**config.mk**
```make
export PLATFORM = sky130hd
export DESIGN_NAME = div_issue_ctrl
export DESIGN_NICKNAME = d
export VERILOG_FILES = /design/src/rtl/div_issue_ctrl_pkg.sv /design/src/rtl/div_result_cache.sv /design/src/rtl/div_issue_ctrl.sv
export SDC_FILE = /design/constraint.sdc
export NUM_CORES = 1
export LEC_CHECK = 0
export CAP_MARGIN = 20
export CORE_AREA = 3 3 222 159
export CTS_CLUSTER_SIZE = 28
export DETAILED_ROUTE_END_ITERATION = 7
export DIE_AREA = 0 0 225 162
export DONT_BUFFER_PORTS = 1
export PLACE_DENSITY = 0.56
export SYNTH_ARGS = -nofsm -noshare
export SYNTH_HDL_FRONTEND = slang
export SYNTH_SLANG_ARGS = --single-unit
```
**constraint.sdc**
```tcl
create_clock -name clk -period 3.71 [get_ports clk]
set_input_delay 0.5565 -clock clk [delete_from_list [all_inputs] [get_ports clk]]
set_output_delay 0.5565 -clock clk [all_outputs]
set_load 0.01 [all_outputs]
```
**src/rtl/div_issue_ctrl_pkg.sv**
```systemverilog
// Shared types for the divide issue controller: M-extension funct3 encodings,
// sequencer states and the funct3 bit positions that classify a divide op.
package div_issue_ctrl_pkg;

   typedef enum logic [2:0] {
      MUL    = 3'b000,
      MULH   = 3'b001,
      MULHSU = 3'b010,
      MULHU  = 3'b011,
      DIV    = 3'b100,
      DIVU   = 3'b101,
      REM    = 3'b110,
      REMU   = 3'b111
   } mult_funct3_t;

   typedef enum logic [1:0] {
      IDLE  = 2'd0,
      ISSUE = 2'd1,
      WAIT  = 2'd2
   } div_ctrl_state_t;

   localparam int IS_DIV_BIT      = 2;
   localparam int IS_REM_BIT      = 1;
   localparam int IS_UNSIGNED_BIT = 0;

endpackage

```
**src/rtl/div_result_cache.sv**
```systemverilog
// One-entry quotient/remainder store keyed by operands and sign class,
// with the lookup compare and the quotient/remainder output select.
module div_result_cache (
   input  logic        clk,
   input  logic        rst,
   input  logic        wr_en_i,
   input  logic [31:0] wr_quo_i,
   input  logic [31:0] wr_rem_i,
   input  logic [31:0] wr_rs1_i,
   input  logic [31:0] wr_rs2_i,
   input  logic        wr_sgn_i,
   input  logic        cmp_en_i,
   input  logic [31:0] rs1_i,
   input  logic [31:0] rs2_i,
   input  logic        sgn_i,
   input  logic        rem_sel_i,
   output logic        hit_o,
   output logic [31:0] data_o
);

   logic        cv_q;
   logic [31:0] quo_q;
   logic [31:0] rem_q;
   logic [31:0] rs1_q;
   logic [31:0] rs2_q;
   logic        sgn_q;

   always_ff @(posedge clk) begin
      if (rst) begin
         cv_q  <= 1'b0;
         quo_q <= '0;
         rem_q <= '0;
         rs1_q <= '0;
         rs2_q <= '0;
         sgn_q <= 1'b0;
      end else if (wr_en_i) begin
         cv_q  <= 1'b1;
         quo_q <= wr_quo_i;
         rem_q <= wr_rem_i;
         rs1_q <= wr_rs1_i;
         rs2_q <= wr_rs2_i;
         sgn_q <= wr_sgn_i;
      end
   end

   assign hit_o  = cmp_en_i & cv_q & (rs1_q == rs1_i) & (rs2_q == rs2_i) & (sgn_q == sgn_i);
   assign data_o = rem_sel_i ? rem_q : quo_q;

endmodule

```
**src/rtl/div_issue_ctrl.sv**
```systemverilog
// EX-to-divider sequencer: issues one divide at a time, stalls EX until the
// result is back, and serves DIV/REM pairs on equal operands from a result cache.
module div_issue_ctrl
   import div_issue_ctrl_pkg::*;
#(
   parameter bit CACHE_EN = 1'b1,
   parameter int CNT_W    = 32
) (
   input  logic             clk,
   input  logic             rst,
   input  logic             ex_valid,
   input  mult_funct3_t     ex_op,
   input  logic [31:0]      ex_rs1,
   input  logic [31:0]      ex_rs2,
   input  logic             flush,
   output logic             stall_out,
   output logic [31:0]      result,
   output logic             result_valid,
   output logic             div_start,
   output mult_funct3_t     div_op,
   output logic [31:0]      dividend,
   output logic [31:0]      divisor,
   input  logic [31:0]      quotient,
   input  logic [31:0]      remainder,
   input  logic             div_done,
   output logic [CNT_W-1:0] perf_hits,
   output logic [CNT_W-1:0] perf_misses
);

   div_ctrl_state_t  state_q, state_d;
   mult_funct3_t     op_q;
   logic [31:0]      rs1_q, rs2_q;
   logic [CNT_W-1:0] hits_q, misses_q;
   logic             just_done_q;

   logic        req, sgn, hit, cmp_en;
   logic        latch_en, hit_inc, miss_inc, cache_wr;
   logic [31:0] cache_data;

   assign req = ex_valid & ex_op[IS_DIV_BIT];
   assign sgn = ~ex_op[IS_UNSIGNED_BIT];
   // Without the cache, the entry is still consulted in the cycle right after
   // div_done so the stalled request can pick up its own result.
   assign cmp_en = CACHE_EN | just_done_q;

   div_result_cache u_cache (
      .clk      (clk),
      .rst      (rst),
      .wr_en_i  (cache_wr),
      .wr_quo_i (quotient),
      .wr_rem_i (remainder),
      .wr_rs1_i (rs1_q),
      .wr_rs2_i (rs2_q),
      .wr_sgn_i (~op_q[IS_UNSIGNED_BIT]),
      .cmp_en_i (cmp_en),
      .rs1_i    (ex_rs1),
      .rs2_i    (ex_rs2),
      .sgn_i    (sgn),
      .rem_sel_i(ex_op[IS_REM_BIT]),
      .hit_o    (hit),
      .data_o   (cache_data)
   );

   always_comb begin
      state_d      = state_q;
      stall_out    = 1'b0;
      result_valid = 1'b0;
      result       = '0;
      div_start    = 1'b0;
      latch_en     = 1'b0;
      hit_inc      = 1'b0;
      miss_inc     = 1'b0;
      cache_wr     = 1'b0;
      unique case (state_q)
         IDLE: begin
            if (req && !flush) begin
               if (hit) begin
                  result_valid = 1'b1;
                  result       = cache_data;
                  // Delivering a just-finished miss is not a cache hit.
                  hit_inc      = ~just_done_q;
               end else begin
                  stall_out = 1'b1;
                  latch_en  = 1'b1;
                  state_d   = ISSUE;
               end
            end
         end
         ISSUE: begin
            stall_out = 1'b1;
            if (flush) begin
               state_d = IDLE;
            end else begin
               div_start = 1'b1;
               miss_inc  = 1'b1;
               state_d   = WAIT;
            end
         end
         WAIT: begin
            stall_out = req;
            if (div_done) begin
               cache_wr = 1'b1;
               state_d  = IDLE;
            end
         end
         default: state_d = IDLE;
      endcase
   end

   always_ff @(posedge clk) begin
      if (rst) begin
         state_q     <= IDLE;
         op_q        <= DIV;
         rs1_q       <= '0;
         rs2_q       <= '0;
         hits_q      <= '0;
         misses_q    <= '0;
         just_done_q <= 1'b0;
      end else begin
         state_q     <= state_d;
         just_done_q <= cache_wr;
         if (latch_en) begin
            op_q  <= ex_op;
            rs1_q <= ex_rs1;
            rs2_q <= ex_rs2;
         end
         if (hit_inc)  hits_q   <= hits_q + CNT_W'(1);
         if (miss_inc) misses_q <= misses_q + CNT_W'(1);
      end
   end

   assign div_op      = op_q;
   assign dividend    = rs1_q;
   assign divisor     = rs2_q;
   assign perf_hits   = hits_q;
   assign perf_misses = misses_q;

endmodule

```
== After elaboration in Yosys (flattened, before gate mapping) ==
Index checks and enable logic that the tools add are counted.
Word-level totals
  output and inout port bits: 166
  logic and storage cells: 57
  bits in registers: 264
Cells by class
  equal/unequal tests: 8
  $add $sub $neg: 2
  bitwise logic cells: 7
  reduce and logical (&&, ||, !) cells: 4
  muxes and demuxes: 23
Operators by type and width (number)
  $mux 32: 4
  $add 32x1->32 const B: 2
  $eq 32x32->1: 2
  $mux 1: 13
  $mux 2: 4
  $ne 2x2->1 const B: 3
  $pmux 2 s3: 1
  $and 1x1->1: 4
  $not 1->1: 3
  $pmux 1 s3: 1
  $reduce_and 3->1: 1
  $eq 2x1->1 const B: 1
  $eq 2x2->1 const B: 1
  $logic_not 2->1: 1
  $eq 1x1->1: 1
  $logic_and 1x1->1: 1
  $logic_not 1->1: 1

== Depth between registers and ports, before layout ==
Gate-level depths: netlist of the first run.
  depth after elaboration: 7
  mapped depth: 10
  gate-level depth less buffers: 8

== Cells and area by module ==
From an unflattened synthesis of the first run, not the netlist that was laid out.
Second synthesis, totals
  cells, all modules: 1272
  area total of the unflattened synthesis: 11428.5 um^2
Modules (own cells, without submodules)
  div_issue_ctrl: times used 1, sequential area each 2682.6 um^2, cells each 711, area each 5758.0 um^2
  div_result_cache: times used 1, sequential area each 2602.5 um^2, cells each 561, area each 5670.4 um^2

== Least setup slack after synthesis of the first run ==
Ideal clock, no wire load.
  path type: input-to-output
  from: input ex_rs2[19]
  to: output result[10]
  buffers on the path: 3
  arrival: 2.544 ns
  path slack: 0.609 ns
  stages on the path: 9
  data required time: 3.154 ns
  cells stage by stage: xor2_1 -> nor4_1 -> nand4_1 -> or3_1 -> or3_4 -> buf_6 -> clkbuf_1 -> clkbuf_1 -> nor2_1
Between the ends
  cells in the longest elaborated chain, start to end: 6
RTL lines
  from (decl): RTL line div_issue_ctrl.sv:14  | input logic [31:0] ex_rs2,
  $eq 32x32->1: RTL line div_result_cache.sv:46  | assign hit_o = cmp_en_i & cv_q & (rs1_q == rs1_i) & (rs2_q == rs2_i) & (sgn_q == sgn_i);
  $and 1x1->1 (2 in a row): RTL line div_result_cache.sv:46
  $mux 32: RTL line div_issue_ctrl.sv:77  | if (hit) begin
  $mux 32: RTL line div_issue_ctrl.sv:76  | if (req && !flush) begin
  $mux 32: RTL line div_issue_ctrl.sv:74  | unique case (state_q)
  to (decl): RTL line div_issue_ctrl.sv:17  | output logic [31:0] result,
Every way passes these cells.

== Worst setup path after layout of the first run ==
  from: register u_cache.rs2_q[19]
  to: output result[28]
Between the ends
  cells in the longest elaborated chain, start to end: 6
RTL lines
  from (decl): RTL line div_result_cache.sv:25  | logic [31:0] rs2_q;
  from (signal assigned): RTL line div_result_cache.sv:41  | rs2_q <= wr_rs2_i;
  $eq 32x32->1: RTL line div_result_cache.sv:46
  $and 1x1->1 (2 in a row): RTL line div_result_cache.sv:46
  $mux 32: RTL line div_issue_ctrl.sv:77
  $mux 32: RTL line div_issue_ctrl.sv:76
  $mux 32: RTL line div_issue_ctrl.sv:74
Every way passes these cells.

==> results of run 1 <==
[worst max-delay path, delay by kind of cell, from the launching register on]
| kind | cells | cell delay, ns |
|---|---|---|
| xor+xnor | 1 | 0.19 |
| buf+inv | 1 | 0.18 |
| flops | 1 | 0.32 |
| simple gates | 5 | 1.69 |
[registers in the layout, summed over array words and instances, names as in the netlist]
register,cells
just_done_q,1
u_cache.quo_q,32
u_cache.cv_q,1
u_cache.rs1_q,32
dividend,32
state_q,2
perf_misses,32
divisor,32
u_cache.sgn_q,1
u_cache.rs2_q,32
u_cache.rem_q,32
div_op,3
perf_hits,32
[stage by stage]
step | power (uW) | cells | utilization [%] | hold WS [ns] | setup WS (ns)
floorplan | 3130 | 1385 | - | 0.436 | 0.609
global placement | 3130 | 1743 | 35.8 | 0.438 | 0.333
detailed placement | 3140 | 1743 | 35.8 | 0.444 | 0.277
CTS | 6170 | 1791 | 38.8 | 0.0478 | 0.0324
global route | 6290 | 1792 | 38.9 | 0.0464 | 0.0182
finish | 6070 | 1792 | 38.9 | 0.0806 | 0.206
[layout make-up]
cell class                      instances  area, um2  share of cell area [%]
Sequential cell                       264       5290                    40.8
Clock inverter                          7        115                   0.888
Multi-Input combinational cell       1023       5950                    45.9
Tap cell                              435        544                    4.20
Inverter                                8       30.0                   0.232
Timing Repair Buffer                   14        163                    1.25
Clock buffer                           41        871                    6.72
[worst paths after layout]
kind / end / slack [ns]
worst min-delay path: u_cache.rs1_q[6]$_SDFFE_PP0P_ / 0.08
worst max register to register: perf_hits[17]$_SDFFE_PP0P_ / 0.68
worst max-delay path: result[28] / 0.21
worst min register to register: u_cache.quo_q[22]$_SDFFE_PP0P_ / 0.45
[cell usage in the layout, fill, tap and decap left out, types with 8 or more instances in the layout]
master       n
nand2_1    282
clkbuf_16   29
nor4_1      15
and3_1       9
mux2i_1    100
xor2_1      64
clkbuf_8    10
or4_1       11
nand4_1     21
o31ai_1     10
nand3_1     24
a21oi_1    166
nand2b_1   133
nor2_1      70
xnor2_1     26
dfxtp_1    264
o21ai_0     26
inv_1        8
or3_1       30
buf_4       10
[power by group through the flow]
| stage | Sequential [uW] | Clock [uW] | Combinational (uW) |
|---|---|---|---|
| after global placement | 2970 | 0 | 161 |
| after global routing | 2910 | 3200 | 180 |
| after floorplan | 2960 | 0 | 176 |
| final | 2910 | 3000 | 164 |
| after CTS | 2910 | 3100 | 165 |
| after detailed placement | 2970 | 0 | 164 |
[routing by layer]
layer	routed length [um]	vias to the layer above	track usage, %
met5	20	-	0
met4	681	2	3.75
met3	2850	45	6.59
met2	14000	233	25.5
met1	15400	4315	23.8
li1	-	4524	-
[cell families after synthesis]
| kind of cell | after synthesis | synth area share (%) |
|---|---|---|
| buf+inv | 98 | 3.38 |
| xor+xnor | 91 | 6.87 |
| simple gates | 627 | 26.3 |
| fa+ha+maj | 2 | 0.216 |
| mux | 100 | 8.63 |
| flops | 264 | 45.6 |
| compound gates | 203 | 9.00 |
[timing repair]
action	in CTS	in global routing
hold buffers	0	0
hold endpoints to repair	0	0
pin swaps	0	1
resized for setup	1	2
endpoints found under the setup margin	2	32
==> impl_metrics.csv, run 1 <==
group,metric,value,unit
final_layout,syn2layout_area_growth,11.8,%
final_layout,drive_gt1_share,5.16,%
route,drc,0,
placement,placed_cell_area,11900,um2
route,drt_wl_total,32.9,mm
grt,antenna_found_initial,1,
setup_path,path_class,"reg -> out",
pwr,peakVddDrop,306,uV
clock_tree,cts_tree,"yes",
synthesis,syn_inst,1385,
worst_hold_path,holdPathStages,1,
clock_tree,clockRootBuffer,"clkbuf_16",
sta,slew_viol_final,0,
sta,min_period,3.50,ns
synthesis,synthArstFlopShare,0,%
sta,maxSlewHeadroom,53.7,%
synthesis,synth_edf_count,0,
die,die_h,162,um
clock_tree,clock_latency,0.55,ns
sta,fin_skew,0.0132,ns
sta,tightest_slew,0.688,ns
synthesis,synthesis.nets,1523,
die,rows,56,
die,io_pins,302,
grt,grt_max_degree,331,
route,drt-pass1-iter-count,5,
setup_path,critPathLaunchType,"flop",
synthesis,avgSynthCellArea,8.37,um2
route,wl_per_cell,18.3,um
synthesis,ys_ff_latch,264,
sta,rsz0062_at_grt,"no",
setup_path,worst_r2r_path_depth,8,
pwr,pwr-share-comb,2.7,%
grt,grt_pass1_vias,8584,
synthesis,yosysTopAreaCellShare,45.6,%
sta,max_freq,0.285,GHz
synthesis,ys_types,36,
grt,grt_pass1_wl,50.2,mm
setup_path,worstSetupEndpointType,"primary output",
synthesis,yosys.area.top_type,"dfxtp_1",
placement,io_buffer_count,0,
final_layout,fin_nets,1477,
setup_path,critPathRequiredTime,3.15,ns
worst_hold_path,hp-class,"in -> reg",
grt,track_usage,17.2,%
setup_path,startpoint,"u_cache.rs2_q[19]$_SDFFE_PP0P_",
setup_path,critPathArrivalTime,2.95,ns
route,ant_nets,0,
setup_path,crit_path_cell_trace,"xor2_1, nor4_2, nand4_1, or3_1, or3_4, buf_12, nor2_1",
pwr,p_clk_share,49.4,%
clock_tree,cts_buffers,28,
status,outcome,"completed",
clock_tree,htree_num_levels,1,
final_layout,finalInstanceArea,13000,um2
sta,hold_viol,0,
sta,tns,0,ns
die,initial_core_util,34.8,%
clock_tree,clock_sinks,264,
pwr,p_per_area,468,nW/um2
sta,setup_viol_count_final,0,
synthesis,yosys-top-cells-area,"dfxtp_1, nand2_1, mux2i_1",
clock_tree,cts_setup_buffers,0,
pwr,netSwitchingFraction,21.4,%
synthesis,synth_commonest_cells,"nand2_1, dfxtp_1, a21oi_1",
route,vias_per_cell,5.09,
setup_path,r2r-start,"u_cache.rs2_q[19]$_SDFFE_PP0P_",
die,die_x,225,um
run,maxCapViolCount,0,
pwr,power_leakage,0.00428,uW
synthesis,synth_area,11600,um2
final_layout,fillers,3369,
pwr,p_int,4770,uW
synthesis,ys_warn_count,0,
route,vias,9119,
placement,place_congestion,0.800,
die,core,33300,um2
synthesis,synth.most_common_cell,"nand2_1",
pwr,power.switching,1300,uW
clock_tree,cts_buffer_depth,3,
synthesis,seq_area_frac_synth,45.6,%
route,drt_iter0_markers,554,
setup_path,cp_slowest_cell,"or3_4",
grt,grt-ovfl-total,0,
setup_path,cp_max_fo,37,
die,die_area,36500,um2
placement,dp_hpwl,22.0,mm
pwr,power_frac_seq,47.9,%
synthesis,ys.flop_type,"dfxtp_1",
final_layout,n_antenna_cell,0,
clock_tree,clkTransAtPathRegs,0.07,ns
worst_hold_path,min_from,"rst",
setup_path,crit_path_max_incr_delay,0.42,ns
sta,finalCritPeriodShare,94.5,%
Note: power is estimated with default switching activity, not from simulation.
==> inputs of run 2 (changes only) <==
--- a/config.mk
+++ b/config.mk
@@ -5,13 +5,14 @@
 export SDC_FILE = /design/constraint.sdc
 export NUM_CORES = 1
 export LEC_CHECK = 0
+export ABC_CLOCK_PERIOD_IN_PS = 3710
 export CAP_MARGIN = 20
 export CORE_AREA = 3 3 222 159
 export CTS_CLUSTER_SIZE = 28
 export DETAILED_ROUTE_END_ITERATION = 7
 export DIE_AREA = 0 0 225 162
 export DONT_BUFFER_PORTS = 1
-export PLACE_DENSITY = 0.56
+export PLACE_DENSITY = 0.52
 export SYNTH_ARGS = -nofsm -noshare
 export SYNTH_HDL_FRONTEND = slang
 export SYNTH_SLANG_ARGS = --single-unit
==> impl_metrics.csv, run 2 (synthesis gave the netlist of run 1 again) <==
group,metric,value,unit
route,drt_wl_total,34.3,mm
clock_tree,clkTransAtPathRegs,0.06,ns
die,die_x,225,um
setup_path,worstReg2RegEnd,"perf_hits[7]$_SDFFE_PP0P_",
grt,antenna_found_initial,1,
final_layout,layout_commonest_cell,"nand2_1",
clock_tree,cts_buffer_depth,3,
grt,grt_max_degree,331,
grt,grt_pass1_vias,8531,
die,rows,56,
placement,dp_hpwl,22.7,mm
placement,io_buffer_count,0,
setup_path,critPathArrivalTime,2.99,ns
final_layout,n_antenna_cell,0,
worst_hold_path,min_from,"rst",
clock_tree,cts_tree,"yes",
pwr,power_leakage,0.00428,uW
route,drt_iter0_markers,769,
clock_tree,clockRootBuffer,"clkbuf_16",
sta,finalCritPeriodShare,95.6,%
worst_hold_path,hp-class,"in -> reg",
grt,track_usage,17.6,%
sta,setup_viol_count_final,0,
sta,tightest_slew,0.817,ns
final_layout,finalInstanceArea,13000,um2
clock_tree,cts_buffers,29,
sta,tns,0,ns
final_layout,drive_gt1_share,5.77,%
setup_path,crit_path_max_incr_delay,0.53,ns
sta,min_period,3.55,ns
sta,slew_viol_final,0,
setup_path,r2r-start,"u_cache.rs1_q[9]$_SDFFE_PP0P_",
final_layout,mostFrequentLayoutCells,"nand2_1, dfxtp_1, a21oi_1",
route,wl_per_cell,19.0,um
die,die_area,36500,um2
die,io_pins,302,
route,ant_nets,0,
clock_tree,htree_num_levels,1,
sta,maxSlewHeadroom,45.6,%
setup_path,cp_slowest_cell,"or3_4",
setup_path,reg2reg_slack,0.42,ns
setup_path,cp_max_fo,9,
pwr,peakVddDrop,285,uV
pwr,p_per_area,460,nW/um2
grt,grt-ovfl-total,0,
clock_tree,clock_sinks,264,
worst_hold_path,holdPathStages,1,
placement,placed_cell_area,11900,um2
die,die_h,162,um
setup_path,critPathLaunchType,"flop",
route,vias_per_cell,5.09,
die,initial_core_util,34.8,%
setup_path,worstSetupEndpointType,"primary output",
route,vias,9191,
route,drt-pass1-iter-count,5,
sta,rsz0062_at_grt,"yes",
setup_path,crit_path_cell_trace,"xor2_1, nor4_2, buf_4, nand4_1, or3_4, or3_4, nor2_1, buf_4",
final_layout,fin_util,39.0,%
setup_path,path_buf_inv,2,
final_layout,syn2layout_area_growth,11.9,%
status,outcome,"completed",
setup_path,worst_r2r_path_depth,9,
grt,grt_pass1_wl,50.9,mm
worst_hold_path,min_to,"u_cache.rs2_q[26]$_SDFFE_PP0P_",
run,maxCapViolCount,0,
sta,hold_viol,0,
sta,fin_skew,0.0139,ns
setup_path,path_delay_family,"simple AND/OR/NAND/NOR gates",
setup_path,path_class,"reg -> out",
final_layout,fin_nets,1488,
sta,max_freq,0.282,GHz
clock_tree,clock_latency,0.56,ns
placement,place_congestion,0.802,
setup_path,critPathRequiredTime,3.15,ns
route,drc,0,
die,core,33300,um2
## run 2: area by class of cell
class / count / area (um2)
repair buffers: 21 / 183
well taps: 435 / 544
clock buffers: 42 / 845
flip-flops and latches: 264 / 5290
inverters: 8 / 30.0
fillers: 3410 / 20300
multi-input cells: 1026 / 5980
clock inverters: 8 / 100
## run 2: how the worst max path moves through the flow
| stage | from | to | slack [ns] | cells after the start |
|---|---|---|---|---|
| after CTS | u_cache.rs1_q[20]$_SDFFE_PP0P_ | result[0] | 0.02 | 8 |
| after detailed placement | ex_rs1[20] | result[0] | 0.20 | 8 |
| after floorplan | ex_rs2[19] | result[10] | 0.61 | 9 |
| after global routing | u_cache.rs1_q[9]$_SDFFE_PP0P_ | result[0] | -0.008 | 8 |
| final | u_cache.rs1_q[9]$_SDFFE_PP0P_ | result[0] | 0.16 | 8 |
| after global placement | ex_rs1[20] | result[0] | 0.29 | 8 |
## run 2: timing repair
action | CTS | global route
hold buffers | 0 | 0
endpoints found under the setup margin | 33 | 33
gates cloned | 0 | 3
pin swaps | 1 | 3
gates resized for setup | 1 | 5
buffers inserted | 0 | 2
## run 2: per-stage QoR
step                setup slack [ns]  hold WS (ns)  power (uW)  std cells
finish                         0.162         0.102        5970       1804
global route                -0.00791        0.0459        6200       1804
CTS                           0.0228        0.0467        6070       1798
detailed placement             0.205         0.443        3140       1748
global placement               0.288         0.439        3140       1748
floorplan                      0.609         0.436        3130       1385
## run 2: layer usage
metal	GRT usage, %	vias up	routed length (um)
met3	6.02	43	2950
met1	25.1	4309	16000
met4	3.75	2	686
met2	25.7	277	14600
met5	0	-	13
li1	-	4560	-
## run 2: power breakdown
part | switching [uW] | internal (uW)
clock | 1180 | 1710
combinational | 79.2 | 89.3
sequential | 44.2 | 2860
total | 1310 | 4660
## run 2: worst reg2reg max path, stage by stage (launching register included)
cell,delay (ns)
dfxtp_1,0.31
xor2_1,0.15
nor4_2,0.37
buf_4,0.18
nand4_1,0.15
or3_4,0.45
or3_2,0.78
buf_4,0.31
or3_1,0.36
a21oi_1,0.15
==> inputs of run 3 (changes only) <==
--- a/config.mk
+++ b/config.mk
@@ -7,11 +7,12 @@
 export LEC_CHECK = 0
 export ABC_CLOCK_PERIOD_IN_PS = 3710
 export CAP_MARGIN = 20
-export CORE_AREA = 3 3 222 159
+export CORE_AREA = 4 4 223 160
 export CTS_CLUSTER_SIZE = 28
 export DETAILED_ROUTE_END_ITERATION = 7
-export DIE_AREA = 0 0 225 162
+export DIE_AREA = 0 0 227 164
 export DONT_BUFFER_PORTS = 1
+export HOLD_SLACK_MARGIN = 0.05
 export PLACE_DENSITY = 0.52
 export SYNTH_ARGS = -nofsm -noshare
 export SYNTH_HDL_FRONTEND = slang
==> impl_metrics.csv, run 3 (synthesis gave the netlist of run 1 again) <==
group,metric,value,unit
clock_tree,clock_latency,0.56,ns
die,io_pins,302,
die,die_h,164,um
worst_hold_path,min_to,"u_cache.quo_q[0]$_SDFFE_PP0P_",
setup_path,cp_max_fo,16,
sta,hold_viol,0,
final_layout,fin_nets,1482,
clock_tree,clock_sinks,264,
sta,tightest_slew,0.912,ns
placement,io_buffer_count,0,
setup_path,critPathLaunchType,"flop",
route,vias_per_cell,5.04,
clock_tree,cts_buffer_depth,3,
route,ant_nets,0,
die,die_area,37200,um2
sta,slew_viol_final,0,
final_layout,finalInstanceArea,13000,um2
setup_path,critPathRequiredTime,3.15,ns
sta,fin_ws,0.111,ns
route,drt-pass1-iter-count,5,
setup_path,startpoint,"u_cache.rs2_q[19]$_SDFFE_PP0P_",
sta,fin_skew,0.0239,ns
route,drt_wl_total,34.1,mm
final_layout,mostFrequentLayoutCells,"nand2_1, dfxtp_1, a21oi_1",
worst_hold_path,hp-class,"in -> reg",
grt,grt-ovfl-total,0,
sta,tns,0,ns
setup_path,worstSetupEndpointType,"primary output",
die,core,33300,um2
pwr,peakVddDrop,325,uV
placement,dp_hpwl,22.5,mm
sta,setup_viol_count_final,0,
sta,finalCritPeriodShare,97.0,%
setup_path,reg2reg_slack,0.65,ns
clock_tree,cts_setup_buffers,0,
grt,antenna_found_initial,2,
pwr,power_leakage,0.00430,uW
die,initial_core_util,34.8,%
final_layout,multiInputGateArea,5990,um2
pwr,p_per_area,471,nW/um2
sta,max_freq,0.278,GHz
placement,place_congestion,0.811,
route,drt_iter0_markers,594,
worst_hold_path,holdPathStages,2,
die,die_x,227,um
die,rows,56,
final_layout,fillers,3425,
grt,track_usage,17.0,%
grt,grt_pass1_vias,8373,
setup_path,worst_r2r_path_depth,8,
placement,placed_cell_area,11900,um2
route,vias,9091,
sta,maxSlewHeadroom,39.2,%
final_layout,drive_gt1_share,5.56,%
grt,grt_max_degree,330,
placement,post-place-ws,0.270,ns
final_layout,regArea,5290,um2
clock_tree,htree_num_levels,1,
route,drc,0,
setup_path,critPathArrivalTime,3.04,ns
final_layout,syn2layout_area_growth,12.2,%
setup_path,worstReg2RegEnd,"perf_hits[5]$_SDFFE_PP0P_",
grt,grt_pass1_wl,50.3,mm
pwr,total_power,6130,uW
worst_hold_path,min_from,"quotient[0]",
status,outcome,"completed",
route,wl_per_cell,18.9,um
clock_tree,clockRootBuffer,"clkbuf_16",
final_layout,layout_commonest_cell,"nand2_1",
clock_tree,cts_buffers,28,
setup_path,path_class,"reg -> out",
clock_tree,clkTransAtPathRegs,0.07,ns
run,maxCapViolCount,0,
setup_path,r2r-start,"u_cache.rs2_q[19]$_SDFFE_PP0P_",
clock_tree,cts_tree,"yes",
sta,min_period,3.60,ns
==> run 3: how the worst max path moves through the flow <==
stage / end / slack (ns)
2_1_floorplan: result[10] / 0.61
3_3_place_gp: result[0] / 0.34
3_5_place_dp: result[0] / 0.27
4_1_cts: result[0] / 0.02
5_1_grt: result[0] / -0.004
6_report: result[0] / 0.11
==> run 3: per-stage QoR <==
step	utilization, %	hold slack (ns)	std cells
after floorplan	-	0.436	1385
after global placement	35.9	0.437	1746
after detailed placement	35.9	0.443	1746
after CTS	39.0	0.0505	1799
after global routing	39.1	0.0553	1801
final	39.1	0.122	1802
==> run 3: worst max-delay path, cell delays in order, from the launching register on <==
cell and delay (ns):
dfxtp_1 0.32, xor2_1 0.18, nor4_2 0.44, nand4_1 0.18
or3_4 0.49, or3_4 0.54, nor2_1 0.18, buf_4 0.15
==> run 3: what timing repair did <==
| action | 4_1_cts | 5_1_grt |
|---|---|---|
| hold buffers | 1 | 0 |
| endpoints found under the setup margin | 32 | 33 |
| cloned | 0 | 2 |
| hold endpoints to repair | 2 | 0 |
| pin swaps | 0 | 1 |
| resized for setup | 2 | 5 |
==> run 3: cell type report <==
cell class	instances	share of cell area [%]
Multi-Input combinational cell	1025	46.0
Tap cell	435	4.18
Antenna cell	1	0.0192
Clock buffer	40	6.19
Clock inverter	12	1.56
Inverter	8	0.231
Sequential cell	264	40.6
Timing Repair Buffer	17	1.19
==> run 3: power by group <==
group / switching [uW] / total [uW] / internal (uW)
registers: 43.9 / 2910 / 2860
clock network: 1200 / 3060 / 1860
logic: 78.1 / 167 / 88.7
==> run 3: metal layers <==
metal	track usage (%)	wire [um]	up-vias
met5	0	13	-
met4	3.46	623	2
met3	6.31	2810	41
met2	24.6	14500	206
met1	24.2	16200	4283
li1	-	-	4559
